===== config.mk =====
export PLATFORM = sky130hd
export DESIGN_NAME = dma_dev_endpoint
export DESIGN_NICKNAME = d
export VERILOG_FILES = /design/src/rtl/dma_dev_endpoint.sv
export SDC_FILE = /design/constraint.sdc
export NUM_CORES = 1
export LEC_CHECK = 0
export BUFFER_PORTS_ARGS = -buffer_cell sky130_fd_sc_hd__buf_2
export CAP_MARGIN = 20
export CORE_ASPECT_RATIO = 0.8
export CORE_MARGIN = 2
export CORE_UTILIZATION = 50
export DETAILED_ROUTE_END_ITERATION = 7
export PLACE_DENSITY = 0.73
export SLEW_MARGIN = 15
export SYNTH_ARGS = -nofsm -noshare
export SYNTH_HDL_FRONTEND = slang
export SYNTH_SLANG_ARGS = --single-unit

===== constraint.sdc =====
create_clock -name clk -period 7.9 [get_ports clk]
set_input_delay 0.79 -clock clk [delete_from_list [all_inputs] [get_ports clk]]
set_output_delay 0.79 -clock clk [all_outputs]
set_load 0.03 [all_outputs]

===== src/rtl/dma_dev_endpoint.sv =====
// Device-side endpoint of the DMA device handshake.
// Issues one request per host command, then feeds (write) or captures (read)
// words through a local 2^BUF_DEPTH-word buffer that a host loads/unloads.
// Optional feature macro: DMA_DEV_STALL_EN inserts a one-cycle dev_ack gap
// after every STALL_PERIOD accepted words.
//
// Handshake: in XFER, dev_ack is a pure function of registered state; a word
// moves on every rising edge where dma_ack=1 and idx < num_words. dma_ack with
// idx == num_words is an overrun: the word is dropped and err pulses.
module dma_dev_endpoint #(
  parameter int ADD_LEN      = 16,
  parameter int DATA_LEN     = 16,
  parameter int BUF_DEPTH    = 4,
  parameter int STALL_PERIOD = 4
) (
  input  logic                clk,
  input  logic                reset,
  input  logic                cmd_start,
  input  logic                cmd_rd_wr,
  input  logic [ADD_LEN-1:0]  cmd_words,
  input  logic [ADD_LEN:0]    cmd_addr,
  input  logic                buf_we,
  input  logic [BUF_DEPTH-1:0] buf_waddr,
  input  logic [DATA_LEN-1:0] buf_wdata,
  input  logic [BUF_DEPTH-1:0] buf_raddr,
  output logic [DATA_LEN-1:0] buf_rdata,
  output logic                busy,
  output logic                done,
  output logic                err,
  output logic                rqst,
  output logic                rd_wr,
  output logic [ADD_LEN-1:0]  num_words,
  output logic [ADD_LEN:0]    start_addr,
  output logic                dev_ack,
  output logic [DATA_LEN-1:0] dev_in,
  input  logic                dma_ack,
  input  logic [DATA_LEN-1:0] dev_out,
  input  logic                end_flag
);

  localparam int BUF_WORDS = 1 << BUF_DEPTH;
  localparam logic [ADD_LEN-1:0] MAX_WORDS = ADD_LEN'(BUF_WORDS);
  localparam int SCW = $clog2(STALL_PERIOD + 1);
  localparam logic [SCW-1:0] STALL_LAST = SCW'(STALL_PERIOD - 1);
`ifdef DMA_DEV_STALL_EN
  localparam logic STALL_EN = 1'b1;
`else
  localparam logic STALL_EN = 1'b0;
`endif

  typedef enum logic [1:0] {S_IDLE, S_REQ, S_XFER, S_DONE} state_t;

  state_t               state_q;
  logic                 rd_wr_q;
  logic [ADD_LEN-1:0]   num_words_q;
  logic [ADD_LEN:0]     start_addr_q;
  logic [BUF_DEPTH:0]   idx_q, idx_d;
  logic                 err_q;
  logic [SCW-1:0]       stall_cnt_q;
  logic                 gap_q;
  logic [DATA_LEN-1:0]  buf_rdata_q;
  logic [DATA_LEN-1:0]  mem_q [BUF_WORDS];

  logic in_xfer, idx_lt, accept, rd_accept, cmd_bad, short_xfer;

  assign in_xfer    = (state_q == S_XFER);
  assign idx_lt     = ADD_LEN'(idx_q) < num_words_q;
  assign accept     = in_xfer && dma_ack && idx_lt;
  assign rd_accept  = accept && rd_wr_q;
  assign idx_d      = accept ? idx_q + 1'b1 : idx_q;
  assign cmd_bad    = (cmd_words > MAX_WORDS) || cmd_addr[0];
  // Short is judged after this cycle's word, so a final word arriving with
  // end_flag is not counted as missing.
  assign short_xfer = ADD_LEN'(idx_d) < num_words_q;

  // Control FSM: command acceptance, request pulse, word index and error pulse.
  always_ff @(posedge clk or negedge reset) begin
    if (!reset) begin
      state_q      <= S_IDLE;
      rd_wr_q      <= 1'b0;
      num_words_q  <= '0;
      start_addr_q <= '0;
      idx_q        <= '0;
      err_q        <= 1'b0;
    end else begin
      err_q <= 1'b0;
      case (state_q)
        S_IDLE: begin
          if (cmd_start) begin
            if (cmd_bad) begin
              err_q <= 1'b1;
            end else begin
              rd_wr_q      <= cmd_rd_wr;
              num_words_q  <= cmd_words;
              start_addr_q <= cmd_addr;
              idx_q        <= '0;
              state_q      <= S_REQ;
            end
          end
        end
        S_REQ: state_q <= S_XFER;
        S_XFER: begin
          idx_q <= idx_d;
          if (dma_ack && !idx_lt) err_q <= 1'b1;
          if (end_flag) begin
            state_q <= S_DONE;
            if (short_xfer) err_q <= 1'b1;
          end
        end
        S_DONE: state_q <= S_IDLE;
        default: state_q <= S_IDLE;
      endcase
    end
  end

  // Stall pacing: counts accepted words and opens a one-cycle dev_ack gap.
  always_ff @(posedge clk or negedge reset) begin
    if (!reset) begin
      stall_cnt_q <= '0;
      gap_q       <= 1'b0;
    end else begin
      gap_q <= 1'b0;
      if (state_q == S_REQ) begin
        stall_cnt_q <= '0;
      end else if (accept) begin
        if (stall_cnt_q == STALL_LAST) begin
          stall_cnt_q <= '0;
          gap_q       <= STALL_EN;
        end else begin
          stall_cnt_q <= stall_cnt_q + 1'b1;
        end
      end
    end
  end

  // Buffer storage: host writes only while idle, read transfers fill it.
  always_ff @(posedge clk) begin
    if (buf_we && (state_q == S_IDLE)) begin
      mem_q[buf_waddr] <= buf_wdata;
    end else if (rd_accept) begin
      mem_q[idx_q[BUF_DEPTH-1:0]] <= dev_out;
    end
  end

  // Host read port: one-cycle latency, returns pre-write data on collision.
  always_ff @(posedge clk or negedge reset) begin
    if (!reset) buf_rdata_q <= '0;
    else        buf_rdata_q <= mem_q[buf_raddr];
  end

  assign buf_rdata  = buf_rdata_q;
  assign busy       = (state_q != S_IDLE);
  assign rqst       = (state_q == S_REQ);
  assign done       = (state_q == S_DONE);
  assign err        = err_q;
  assign rd_wr      = rd_wr_q;
  assign num_words  = num_words_q;
  assign start_addr = start_addr_q;
  assign dev_ack    = in_xfer && idx_lt && !gap_q;
  // Index MSB set means idx == 2^BUF_DEPTH: nothing left to present.
  assign dev_in     = (in_xfer && !rd_wr_q && !idx_q[BUF_DEPTH])
                      ? mem_q[idx_q[BUF_DEPTH-1:0]] : '0;

endmodule


==> flow_metrics.tcl <==
set metrics [dict create \
    status "complete, no violations" \
    grt_pass1_wl_um 51600 \
    fillers 2101 \
    synth_edf_count 256 \
    hpwl_um 20700 \
    yosysWarnings 0 \
    clk_latency_ps 560 \
    via_per_inst 6.31 \
    cpMaxStageDelayCell "dfrtp_4" \
    power.density_mw_per_mm2 281 \
    drc 0 \
    crit_family "multiplexers" \
    port_buffers 150 \
    hold_ws_ps 406 \
    grt_pass1_vias 8179 \
    critPathMaxStageDelay_ps 860 \
    synth_compound_area_share_pct 1.83 \
    regArea_mm2 0.00914 \
    clock_sinks 314 \
    async_reset_ff_share_pct 18.5 \
    final_util_pct 59.1 \
    drtAntennaViolNets 0 \
    ys_types 51 \
    synth-seq-cells 314 \
    yosysTopAreaCellShare_pct 52.6 \
    cts-root-buf "clkbuf_16" \
    die_w_um 195 \
    ir_drop_v 0.000210 \
    antenna_found_initial 0 \
    cts_made_buffers 30 \
    maxSlewHeadroom_pct 23.9 \
    initial_core_util_pct 51.3 \
    synthFlopType "edfxtp_1" \
    hold_class "input port to asynchronous set/reset pin" \
    clockBufferDepth 3 \
    synth-simple-area-share_pct 4.10 \
    clk_pin_slew_ps 60 \
    period_share_pct 56.5 \
    netlist_area_mm2 0.0146 \
    muxShareOfSynthArea_pct 28.0 \
    drive_gt1_share_pct 46.1 \
    fin_nets 991 \
    setup_viol 0 \
    holdBufCountCts 0 \
    dr.pass1.iters 5 \
    dieArea_mm2 0.0306 \
    tightest_slew_ps 1140 \
    crit_fanout 38 \
    final-max-slew-violation-count 0 \
    cp-end-kind "output pin" \
    ios 151 \
    fp.dieH_um 157 \
    start_kind "flop" \
    cts.repair.resized 0 \
    power.leakage_nw 6.01 \
    critPathKind "flop to output pin" \
    crit_top_cell "mux4_2" \
    dr.first_iter.drc_count 926 \
    postCtsSetupBuffers 0 \
    rsz0062_at_grt "no" \
    htreeDepth 1 \
    gp_congestion 0.792 \
    crit_chain "buf_4 -> mux4_2 -> mux4_2 -> nor2b_1 -> buf_2" \
    hold_viol 0 \
    synth.net_count 834 \
    wl_per_cell_um 26.6 \
    yosys.area.top_type "edfxtp_1" \
    period_needed_ps 4470 \
    synth_xor_area_share_pct 0.180 \
    p_total_mw 4.73 \
    core_area_mm2 0.0285 \
    drt_wl_total_um 34300 \
    final_common_cell "edfxtp_1" \
    cp.arrival_ps 3680 \
    synthAdderAreaFrac_pct 1.20 \
    rows 55 \
    synthCells 740 \
    multi_input_area_mm2 0.00521 \
    grt_max_degree 65 \
    tns_ps 0 \
    area_growth_pct 15.4 \
    cts_tree "done" \
    final_cell_mix "edfxtp_1, mux4_2, buf_2, dfrtp_1, clkbuf_16" \
    ys_seq_area_share_pct 62.6 \
    avgSynthCellArea_um2 19.7 \
    ys_top_cells_by_area "edfxtp_1, mux4_2, dfrtp_1" \
    synth_top_family_by_area "multiplexers" \
    crit_required_ps 7110 \
    vias 8151 \
    drv_cap 0 \
    fmax_mhz 224 \
    worst-path-buf-inv 2 \
    fin_worst_skew_ps 20.7 \
    grt-ovfl-total 0 \
    grt_usage_pct 23.0 \
]
==> final cells by class <==
type	count	share of cell area, %
inverters	12	0.267
clock inverters	16	1.24
clock buffers	40	4.87
multi-input cells	365	30.9
diodes	1	0.0149
repair buffers	174	5.65
well taps	370	2.75
flip-flops and latches	314	54.3
==> cell usage after synthesis, drive strengths merged (4+ instances only) <==
| cell type | instances |
|---|---|
| nand3 | 7 |
| nor2 | 24 |
| nor2b | 30 |
| buf | 29 |
| clkbuf | 20 |
| a21oi | 4 |
| nand2 | 16 |
| edfxtp | 256 |
| mux2i | 8 |
| and3 | 5 |
| mux2 | 36 |
| ha | 14 |
| nor3b | 6 |
| o21ai | 5 |
| nor4 | 8 |
| nor3 | 9 |
| dfrtp | 58 |
| inv | 12 |
| a211o | 4 |
| mux4 | 160 |
==> where the power goes <==
group          leakage [nW]  total (mW)  switching (mW)  internal (mW)
logic                  2.48        1.29           0.662          0.628
registers              3.04        1.94          0.0921           1.84
clock network         0.487        1.51           0.617          0.890
total                  6.01        4.73            1.37           3.36
==> layer usage <==
metal / share of wire (%) / GRT usage [%] / routed length [um] / up-vias
li1: - / - / - / 3428
met3: 8.5 / 3.90 / 2930 / 50
met4: 1.9 / 4.91 / 637 / 0
met1: 42 / 33.5 / 14500 / 4260
met5: 0 / 0 / 0 / -
met2: 47 / 37.0 / 16200 / 413
==> worst register-to-register path, cell delays in order (launching register included) <==
cell and delay [ps]:
dfrtp_1 510, ha_1 270, nor4_2 300, o21ai_1 220
a31oi_1 370, a41oi_2 420, nor2_2 790, buf_4 390
==> through the flow <==
step,cell area (um2),instances,setup slack (ps)
floorplan,14600,740,4820
global placement,15800,1232,4000
detailed placement,15800,1233,3960
CTS,16800,1289,3350
global route,16800,1291,3200
finish,16800,1292,3430
==> sequential cells by signal, indices dropped and copies added, names as in the netlist <==
register    flops
mem_q         256
rd_wr           1
start_addr     17
idx_q           5
num_words      16
buf_rdata      16
err             1
state_q         2
==> kinds of logic (layout without fill, tap and decap cells) <==
group	Yosys count	in the layout
DFF	314	314
muxes	204	204
and+or+nand+nor	111	111
buffers and inverters	61	242
AOI/OAI and AO/OA	33	33
adders and majority gates	14	14
xor gates and xnor gates	3	3
other	0	1
==> worst paths after layout <==
check                      cells past startpoint       endpoint     startpoint  slack [ps]
hold reg to reg                                1  start_addr[0]  start_addr[0]         500
max in group asynchronous                      2       idx_q[0]          reset        6850
setup / recovery                               5      dev_in[5]       idx_q[0]        3430
hold / removal                                 2   buf_rdata[3]          reset         410
setup reg to reg                               7   mem_q[5][12]       idx_q[3]        4300
min in group clk                               3   num_words[4]   cmd_words[4]         460
(Power assumes the default switching activity.)
